**config.mk**
```make
export PLATFORM = sky130hd
export DESIGN_NAME = led_pwm_drive
export DESIGN_NICKNAME = d
export VERILOG_FILES = /design/src/rtl/led_pkg.sv /design/src/rtl/led_tick_gen.sv /design/src/rtl/led_pwm_drive.sv
export SDC_FILE = /design/constraint.sdc
export NUM_CORES = 1
export LEC_CHECK = 0
export ABC_AREA = 1
export BUFFER_PORTS_ARGS = -buffer_cell sky130_fd_sc_hd__buf_2
export CAP_MARGIN = 5
export CORE_UTILIZATION = 30
export DETAILED_ROUTE_END_ITERATION = 10
export GPL_TIMING_DRIVEN = 0
export HOLD_SLACK_MARGIN = 0.12
export PLACE_DENSITY = 0.46
export SLEW_MARGIN = 30
export SYNTH_ARGS = -nofsm -noshare
export SYNTH_HDL_FRONTEND = slang
export SYNTH_HIERARCHICAL = 1
export SYNTH_SLANG_ARGS = --single-unit
```
**constraint.sdc**
```tcl
create_clock -name i_clk -period 5.43 [get_ports i_clk]
set_clock_uncertainty 0.1 [all_clocks]
set_input_delay 1.3575 -clock i_clk [delete_from_list [all_inputs] [get_ports i_clk]]
set_output_delay 1.3575 -clock i_clk [all_outputs]
set_load 0.05 [all_outputs]
```
**src/rtl/led_pkg.sv**
```systemverilog
// Shared definitions for the LED driver: mode encodings, ramp direction,
// prescaler terminal-count helper and the per-channel lit selector.
package led_pkg;

  typedef enum logic [1:0] {
    LED_OFF     = 2'b00,
    LED_ON      = 2'b01,
    LED_BLINK   = 2'b10,
    LED_BREATHE = 2'b11
  } led_mode_e;

  typedef enum logic {
    DIR_UP   = 1'b0,
    DIR_DOWN = 1'b1
  } led_dir_e;

  localparam logic [15:0] BLINK_MS_RST = 16'd1000;

  // Last prescaler count of a 1 ms period.
  function automatic int unsigned presc_tc(input int unsigned clk_hz);
    return clk_hz / 1000 - 1;
  endfunction

  function automatic logic led_sel(input logic [1:0] mode, input logic blink_ph,
                                   input logic pwm_lit);
    case (mode)
      LED_OFF:   return 1'b0;
      LED_ON:    return 1'b1;
      LED_BLINK: return blink_ph;
      default:   return pwm_lit;
    endcase
  endfunction

endpackage

```
**src/rtl/led_tick_gen.sv**
```systemverilog
// Millisecond prescaler: combinational tick while the counter sits at its
// terminal value, synchronous clear for phase-aligned restarts.
module led_tick_gen
  import led_pkg::*;
#(
  parameter int unsigned P_CLK_FREQ_HZ = 10_000_000
) (
  input  logic i_clk,
  input  logic i_rst_n,
  input  logic i_clr,
  output logic o_tick
);

  localparam int unsigned DIV = P_CLK_FREQ_HZ / 1000;
  localparam int unsigned W   = (DIV > 1) ? $clog2(DIV) : 1;
  localparam logic [W-1:0] TC = W'(presc_tc(P_CLK_FREQ_HZ));

  logic [W-1:0] cnt_q, cnt_d;

  assign o_tick = (cnt_q == TC);

  always_comb begin
    cnt_d = cnt_q + 1'b1;
    if (i_clr || o_tick) cnt_d = '0;
  end

  always_ff @(posedge i_clk or negedge i_rst_n) begin
    if (!i_rst_n) cnt_q <= '0;
    else          cnt_q <= cnt_d;
  end

endmodule

```
**src/rtl/led_pwm_drive.sv**
```systemverilog
// Multi-channel LED driver: shared blink timer and breathe ramp, per-channel
// mode select, registered pins with configurable active level.
module led_pwm_drive
  import led_pkg::*;
#(
  parameter int unsigned P_LED_NUM     = 2,
  parameter int unsigned P_CLK_FREQ_HZ = 10_000_000,
  parameter bit          P_LED_ON      = 1'b1,
  parameter int unsigned P_PWM_BITS    = 8
) (
  input  logic                   i_clk,
  input  logic                   i_rst_n,
  input  logic                   i_cfg_load,
  input  logic [2*P_LED_NUM-1:0] i_mode,
  input  logic [15:0]            i_blink_ms,
  output logic                   o_ms_tick,
  output logic [P_LED_NUM-1:0]   o_led
);

  localparam logic [P_LED_NUM-1:0]  LED_DARK = {P_LED_NUM{~P_LED_ON}};
  localparam logic [P_PWM_BITS-1:0] DUTY_MAX = {P_PWM_BITS{1'b1}};

  logic                         ms_tick;
  logic [P_LED_NUM-1:0][1:0]    mode_q, mode_d;
  logic [15:0]                  blink_q, blink_d;
  logic [15:0]                  blk_cnt_q, blk_cnt_d;
  logic                         blink_ph_q, blink_ph_d;
  logic [P_PWM_BITS-1:0]        duty_q, duty_d;
  led_dir_e                     dir_q, dir_d;
  logic [P_PWM_BITS-1:0]        pwm_cnt_q, pwm_cnt_d;
  logic                         pwm_lit;
  logic [P_LED_NUM-1:0]         lit;
  logic [P_LED_NUM-1:0]         led_q, led_d;
  logic                         tick_q;

  led_tick_gen #(
    .P_CLK_FREQ_HZ (P_CLK_FREQ_HZ)
  ) u_tick (
    .i_clk   (i_clk),
    .i_rst_n (i_rst_n),
    .i_clr   (i_cfg_load),
    .o_tick  (ms_tick)
  );

  // Load takes priority over a coincident tick so every timer restarts in phase.
  always_comb begin
    mode_d     = mode_q;
    blink_d    = blink_q;
    blk_cnt_d  = blk_cnt_q;
    blink_ph_d = blink_ph_q;
    duty_d     = duty_q;
    dir_d      = dir_q;
    pwm_cnt_d  = pwm_cnt_q + 1'b1;
    if (i_cfg_load) begin
      mode_d     = i_mode;
      blink_d    = (i_blink_ms == 16'd0) ? 16'd1 : i_blink_ms;
      blk_cnt_d  = '0;
      blink_ph_d = 1'b1;
      duty_d     = '0;
      dir_d      = DIR_UP;
      pwm_cnt_d  = '0;
    end else if (ms_tick) begin
      if (blk_cnt_q == blink_q - 16'd1) begin
        blk_cnt_d  = '0;
        blink_ph_d = ~blink_ph_q;
      end else begin
        blk_cnt_d  = blk_cnt_q + 16'd1;
      end
      if (dir_q == DIR_UP) begin
        duty_d = duty_q + 1'b1;
        if (duty_d == DUTY_MAX) dir_d = DIR_DOWN;
      end else begin
        duty_d = duty_q - 1'b1;
        if (duty_d == '0) dir_d = DIR_UP;
      end
    end
  end

  assign pwm_lit = (pwm_cnt_q < duty_q);

  for (genvar k = 0; k < P_LED_NUM; k++) begin : g_ch
    assign lit[k] = led_sel(mode_q[k], blink_ph_q, pwm_lit);
  end

  assign led_d = lit ^ LED_DARK;

  always_ff @(posedge i_clk or negedge i_rst_n) begin
    if (!i_rst_n) begin
      mode_q     <= '0;
      blink_q    <= BLINK_MS_RST;
      blk_cnt_q  <= '0;
      blink_ph_q <= 1'b1;
      duty_q     <= '0;
      dir_q      <= DIR_UP;
      pwm_cnt_q  <= '0;
      led_q      <= LED_DARK;
      tick_q     <= 1'b0;
    end else begin
      mode_q     <= mode_d;
      blink_q    <= blink_d;
      blk_cnt_q  <= blk_cnt_d;
      blink_ph_q <= blink_ph_d;
      duty_q     <= duty_d;
      dir_q      <= dir_d;
      pwm_cnt_q  <= pwm_cnt_d;
      led_q      <= led_d;
      tick_q     <= ms_tick;
    end
  end

  assign o_led     = led_q;
  assign o_ms_tick = tick_q;

endmodule

```
==> flow_summary_export.csv, run 1 <==
group,metric,value,unit
finish,final_cells,848,
finish,drive_gt1_share,11.0,%
clock_tree,cts_buffers,9,
min_path,worstHoldPathCells,1,
clock_tree,cts_resized,0,
floorplanning,coreArea,0.0146,sq mm
timing,setup_viol,0,
route,drtAntennaViolNets,0,
floorplanning,pin_count,26,
power,leakage,2.46,nW
synthesis,synth_edf_count,0,
critical_path,cp-end-kind,"flip-flop",
route,avgViaCountPerCell,4.79,
power,powerDensity,272,mW/mm^2
clock_tree,clkTransAtPathRegs,60,ps
power,total_power,0.00142,W
floorplanning,start_util,30.8,%
synthesis,syn_avg_cell_area,7.24,sq um
synthesis,ys_warn_count,6,
synthesis,synth_ff_type,"dfrtp_1",
critical_path,rr_worst_depth,12,
synthesis,synth_cell_type_count,34,
synthesis,yosysTopAreaCell,"dfrtp_1",
timing,hold_slack,370,ps
finish,antenna_cells,0,
clock_tree,cts_hold_buf,0,
clock_tree,root_buffer,"clkbuf_16",
global_route,grtUsageMet2,23.5,%
clock_tree,clkSinkCount,71,
clock_tree,cts_buffer_depth,2,
route,drt-pass1-iter-count,6,
outcome,status,"completed",
critical_path,critical_path_class,"flip-flop to flip-flop",
synthesis,postSynthCellCount,622,
placed_design,gp_congestion,0.859,
timing,rsz0062_at_grt,"no",
clock_tree,cts_setup_buffers,0,
synthesis,yosys.area.top_type_share,35.6,%
timing,hold_viol,0,
job,maxCapViolCount,0,
finish,mostFrequentLayoutCells,"nand2_1, nor2_1, inv_1, dfrtp_1, nand3_1",
synthesis,synth.cell_area,0.00450,sq mm
finish,layout_commonest_cell,"nand2_1",
global_route,grt_max_degree,38,
global_route,grt_first_pass_wirelength,19.1,mm
finish,syn_to_final_growth,16.1,%
global_route,grt_use_total,15.6,%
floorplanning,die_area,0.0155,sq mm
route,post_drt_wl_per_cell,13.3,microns
critical_path,worstPathMaxFanout,10,
floorplanning,rows,44,
global_route,grt_busiest_layer,"met2",
route,vias,4062,
timing,fin_setup_tns,0,ps
placed_design,dpl.hpwl,8.59,mm
global_route,grt_pass1_vias,3868,
route,drcViolationCount,0,
global_route,grt-ovfl-total,0,
placed_design,placed_cell_area,0.00488,sq mm
placed_design,port_buffers,25,
placed_design,dp_cells,832,
critical_path,worst_ep_required_time,5610,ps
critical_path,worstPathArrival,2970,ps
synthesis,syn_nets,661,
synthesis,synthArstFlopShare,100,%
floorplanning,fp.dieW,124,microns
timing,min_period,2790,ps
min_path,hold_class,"flip-flop to flip-flop",
global_route,grt_util_met3,2.62,%
clock_tree,cts_tree,"yes",
finish,nNetsFinal,698,
synthesis,synth_area_leaders,"dfrtp_1, nand2_1, nor2_1",
critical_path,critPathLaunchType,"flip-flop",
global_route,antenna_found_initial,0,
route,dr.first_iter.drc_count,202,
synthesis,ys_ff_latch,71,
timing,slew_headroom,51.0,%
timing,tightest_slew,728,ps
finish,final_area,0.00522,sq mm
synthesis,synth_seq_area_share,39.7,%
floorplanning,fp.dieH,124,microns
global_route,use_met1,21.9,%
clock_tree,htree_levels,3,
timing,max_freq,359,MHz
power,peakVddDrop,0.172,mV
route,wl,11.3,mm
timing,drv_slew,0,
clock_tree,clk_latency,350,ps
timing,period_share,51.3,%
synth_stat cells, types with 2 or more instances:
cell	number
nand2_1	186
nor2_1	86
dfrtp_1	64
inv_1	64
nand3_1	33
o21ai_0	26
xor2_1	24
nand4_1	20
ha_1	16
a21oi_1	15
xnor2_1	15
nor3_1	10
clkbuf_1	7
dfstp_2	7
o22ai_1	6
inv_2	5
nor4_1	5
buf_2	4
nand3_2	4
nor2_2	4
nand3b_1	3
a31oi_1	2
buf_6	2
clkinv_1	2
nor2_4	2
o31ai_1	2
registers in the layout, indices dropped and copies added, names as in the netlist:
register / count
o_ms_tick: 1
blink_q: 16
u_tick/cnt_q: 14
blink_ph_q: 1
dir_q: 1
o_led: 2
duty_q: 8
pwm_cnt_q: 8
blk_cnt_q: 16
mode_q: 4
critical path: stages (launching register included):
cell and delay, ps:
dfrtp_1 450, ha_1 220, nand3_2 100, nor3_1 370
buf_2 300, nor2_1 70, buf_2 200, clkinv_1 240
nand2_1 160, nor3_1 190, xor2_1 170, inv_1 50
nor2_1 90
per-stage QoR:
stage	setup slack (ps)	util, %
6_report	2640	35.8
5_1_grt	2300	35.8
4_1_cts	2580	35.8
3_5_place_dp	2380	33.4
3_3_place_gp	2350	33.3
2_1_floorplan	2960	-
area by class of cell:
cell class | instances | area [sq um]
buffer | 13 | 68.8
clock buffer | 9 | 225
clock inverter | 7 | 120
fill | 1535 | 9370
inverter | 71 | 267
multi-input combinational | 467 | 2380
sequential | 71 | 1790
tap | 184 | 230
timing repair buffer | 26 | 148
power breakdown:
part           switching, W  internal, W
logic             0.0000984    0.0000498
registers         0.0000206     0.000551
clock network      0.000251     0.000450
cells by family (layout without fill, tap and decap cells):
group	after synthesis	in the layout	synth area share, %
buffers and inverters	84	126	7.45
adders and majority gates	16	16	4.45
DFF	71	71	39.7
and+or+nand+nor	355	355	33.8
xor gates and xnor gates	39	39	7.59
AOI/OAI and AO/OA	57	57	7.09
worst paths after layout:
check / endpoint / slack, ps / start
max in group asynchronous: blink_q[3] / 3730 / i_rst_n
setup reg to reg: blk_cnt_q[6] / 2640 / u_tick/cnt_q[0]
hold reg to reg: pwm_cnt_q[0] / 370 / pwm_cnt_q[0]
min in group asynchronous: u_tick/cnt_q[8] / 860 / i_rst_n
setup / recovery: blk_cnt_q[6] / 2640 / u_tick/cnt_q[0]
hold / removal: pwm_cnt_q[0] / 370 / pwm_cnt_q[0]
layer usage:
layer  vias to the layer above  wire length (microns)
met5                         -                      0
met4                         0                    207
met3                        14                    426
met2                        83                   4900
met1                      1892                   5720
li1                       2073                      -
Power figures use the tool's default switching activity.
==> inputs of run 2 (changes only) <==
Settings changed: PLACE_DENSITY 0.46 to 0.48.
Clock period 5.43 ns to 2.52 ns, I/O delays scaled along.
==> flow_summary_export.csv, run 2 (synthesis results as in run 1) <==
group,metric,value,unit
timing,hold_slack,374,ps
clock_tree,clkTransAtPathRegs,60,ps
finish,syn_to_final_growth,16.6,%
finish,largestRegisters,"blink_q: 16 flops, blk_cnt_q: 16 flops, u_tick/cnt_q: 14 flops",
global_route,grt_first_pass_wirelength,18.6,mm
global_route,grtUsageMet2,23.1,%
clock_tree,root_buffer,"clkbuf_16",
clock_tree,cts_tree,"yes",
global_route,use_met1,20.3,%
critical_path,crit_slowest_cell,"dfrtp_1",
finish,fill_cells,1511,
placed_design,gp_congestion,0.882,
job,maxCapViolCount,0,
critical_path,r2r_slack,150,ps
timing,tightest_slew,706,ps
timing,max_freq,422,MHz
route,drtAntennaViolNets,0,
placed_design,dpl.hpwl,8.35,mm
global_route,grt_max_degree,48,
placed_design,port_buffers,25,
global_route,grt-ovfl-total,0,
critical_path,worst_ep_required_time,2690,ps
clock_tree,htree_levels,3,
critical_path,worstPathMaxFanout,10,
critical_path,critical_path_class,"flip-flop to flip-flop",
route,drcViolationCount,0,
timing,slew_headroom,52.5,%
route,drt-pass1-iter-count,4,
route,dr.first_iter.drc_count,244,
route,vias,3988,
finish,layout_commonest_cell,"nand2_1",
critical_path,worstPathArrival,2540,ps
finish,drive_gt1_share,11.9,%
route,post_drt_wl_per_cell,12.8,microns
clock_tree,clkSinkCount,71,
global_route,grt_util_met3,3.18,%
clock_tree,cts_buffer_depth,2,
timing,min_period,2370,ps
floorplanning,fp.dieH,124,microns
power,total_power,0.00288,W
clock_tree,clk_latency,350,ps
timing,drv_slew,0,
route,avgViaCountPerCell,4.69,
route,wl,10.9,mm
floorplanning,fp.dieW,124,microns
global_route,grt_pass1_vias,3810,
critical_path,crit_path_cell_trace,"nor2_2 -> nand4_1 -> nor3_4 -> buf_6 -> nor2_1 -> buf_2 -> inv_6 -> nand2_1 -> nor3_1 -> xor2_1 -> inv_1 -> nor2_1",
floorplanning,rows,44,
timing,period_share,94.0,%
critical_path,critPathLaunchType,"flip-flop",
finish,mostFrequentLayoutCells,"nand2_1, nor2_1, inv_1",
clock_tree,cts_buffers,9,
floorplanning,die_area,0.0155,sq mm
power,peakVddDrop,0.413,mV
global_route,grt_busiest_layer,"met2",
global_route,antenna_found_initial,0,
critical_path,crit_path_max_incr_delay,440,ps
power,powerDensity,548,mW/mm^2
timing,hold_viol,0,
outcome,status,"completed",
finish,nNetsFinal,700,
timing,setup_viol,0,
global_route,grt_use_total,14.9,%
critical_path,cp-end-kind,"flip-flop",
finish,antenna_cells,0,
min_path,hold_class,"flip-flop to flip-flop",
floorplanning,pin_count,26,
power,leakage,2.48,nW
floorplanning,coreArea,0.0146,sq mm
floorplanning,start_util,30.8,%
critical_path,crit_top_cell,"nor2_1",
## run 2: cell types whose count changed in the layout (fill, tap and decap cells not counted), sizes merged
cell / before / now
clkinvlp: 1 / 2
buf: 32 / 33
dlygate4sd3: 0 / 1
bufinv: 3 / 1
clkbuf: 16 / 19
clkinv: 4 / 2
## run 2: metrics by stage
step | setup slack [ps] | cell area [sq um] | instances | TNS [ps] | utilization (%)
3_3_place_gp | -275 | 4860 | 831 | -726 | 33.3
4_1_cts | 3.62 | 5220 | 849 | 0 | 35.8
6_report | 150 | 5250 | 850 | 0 | 36.0
2_1_floorplan | 368 | 4500 | 622 | 0 | -
5_1_grt | -20.4 | 5250 | 850 | -20.4 | 36.0
3_5_place_dp | -261 | 4890 | 832 | -680 | 33.5
## run 2: worst max-delay path: cells and delay by family, from the launching register on
| family | cells | cell delay [ps] |
|---|---|---|
| and+or+nand+nor | 7 | 1010 |
| xor gates and xnor gates | 1 | 160 |
| buffers and inverters | 4 | 580 |
| DFF | 1 | 440 |
## run 2: final timing paths
kind,start,end,depth (start not counted)
min in group asynchronous,i_rst_n,u_tick/cnt_q[9],2
max in group asynchronous,i_rst_n,blink_q[5],3
min,pwm_cnt_q[7],pwm_cnt_q[7],1
min reg2reg,pwm_cnt_q[7],pwm_cnt_q[7],1
max,u_tick/cnt_q[7],blk_cnt_q[6],12
max reg2reg,u_tick/cnt_q[7],blk_cnt_q[6],12
## run 2: power by group
part           switching (W)  internal [W]
registers          0.0000436       0.00119
logic               0.000211      0.000110
clock network       0.000501      0.000822
total               0.000756       0.00212
## run 2: per-layer routing
| layer | wire length (microns) | vias up | part of all wire [%] |
|---|---|---|---|
| met1 | 5400 | 1859 | 50 |
| li1 | - | 2069 | - |
| met5 | 0 | - | 0 |
| met4 | 153 | 0 | 1.4 |
| met2 | 4940 | 50 | 45 |
| met3 | 362 | 10 | 3.3 |
## run 2: final cells by class
cell class              instances  area [sq um]  area share, %
inverters                      71           272           5.17
well taps                     184           230           4.39
clock inverters                 4          53.8           1.03
multi-input cells             467          2400           45.8
repair buffers                 28           173           3.29
clock buffers                  12           256           4.89
flip-flops and latches         71          1790           34.0
plain buffers                  13          75.1           1.43
## run 2: timing repair
item                                    CTS  global route
gates resized for setup                   4             7
endpoints found under the setup margin    7            10
pin swaps                                 0             2
endpoints found under the hold margin    20             0
hold buffers                              1             0
setup buffers                             0             1
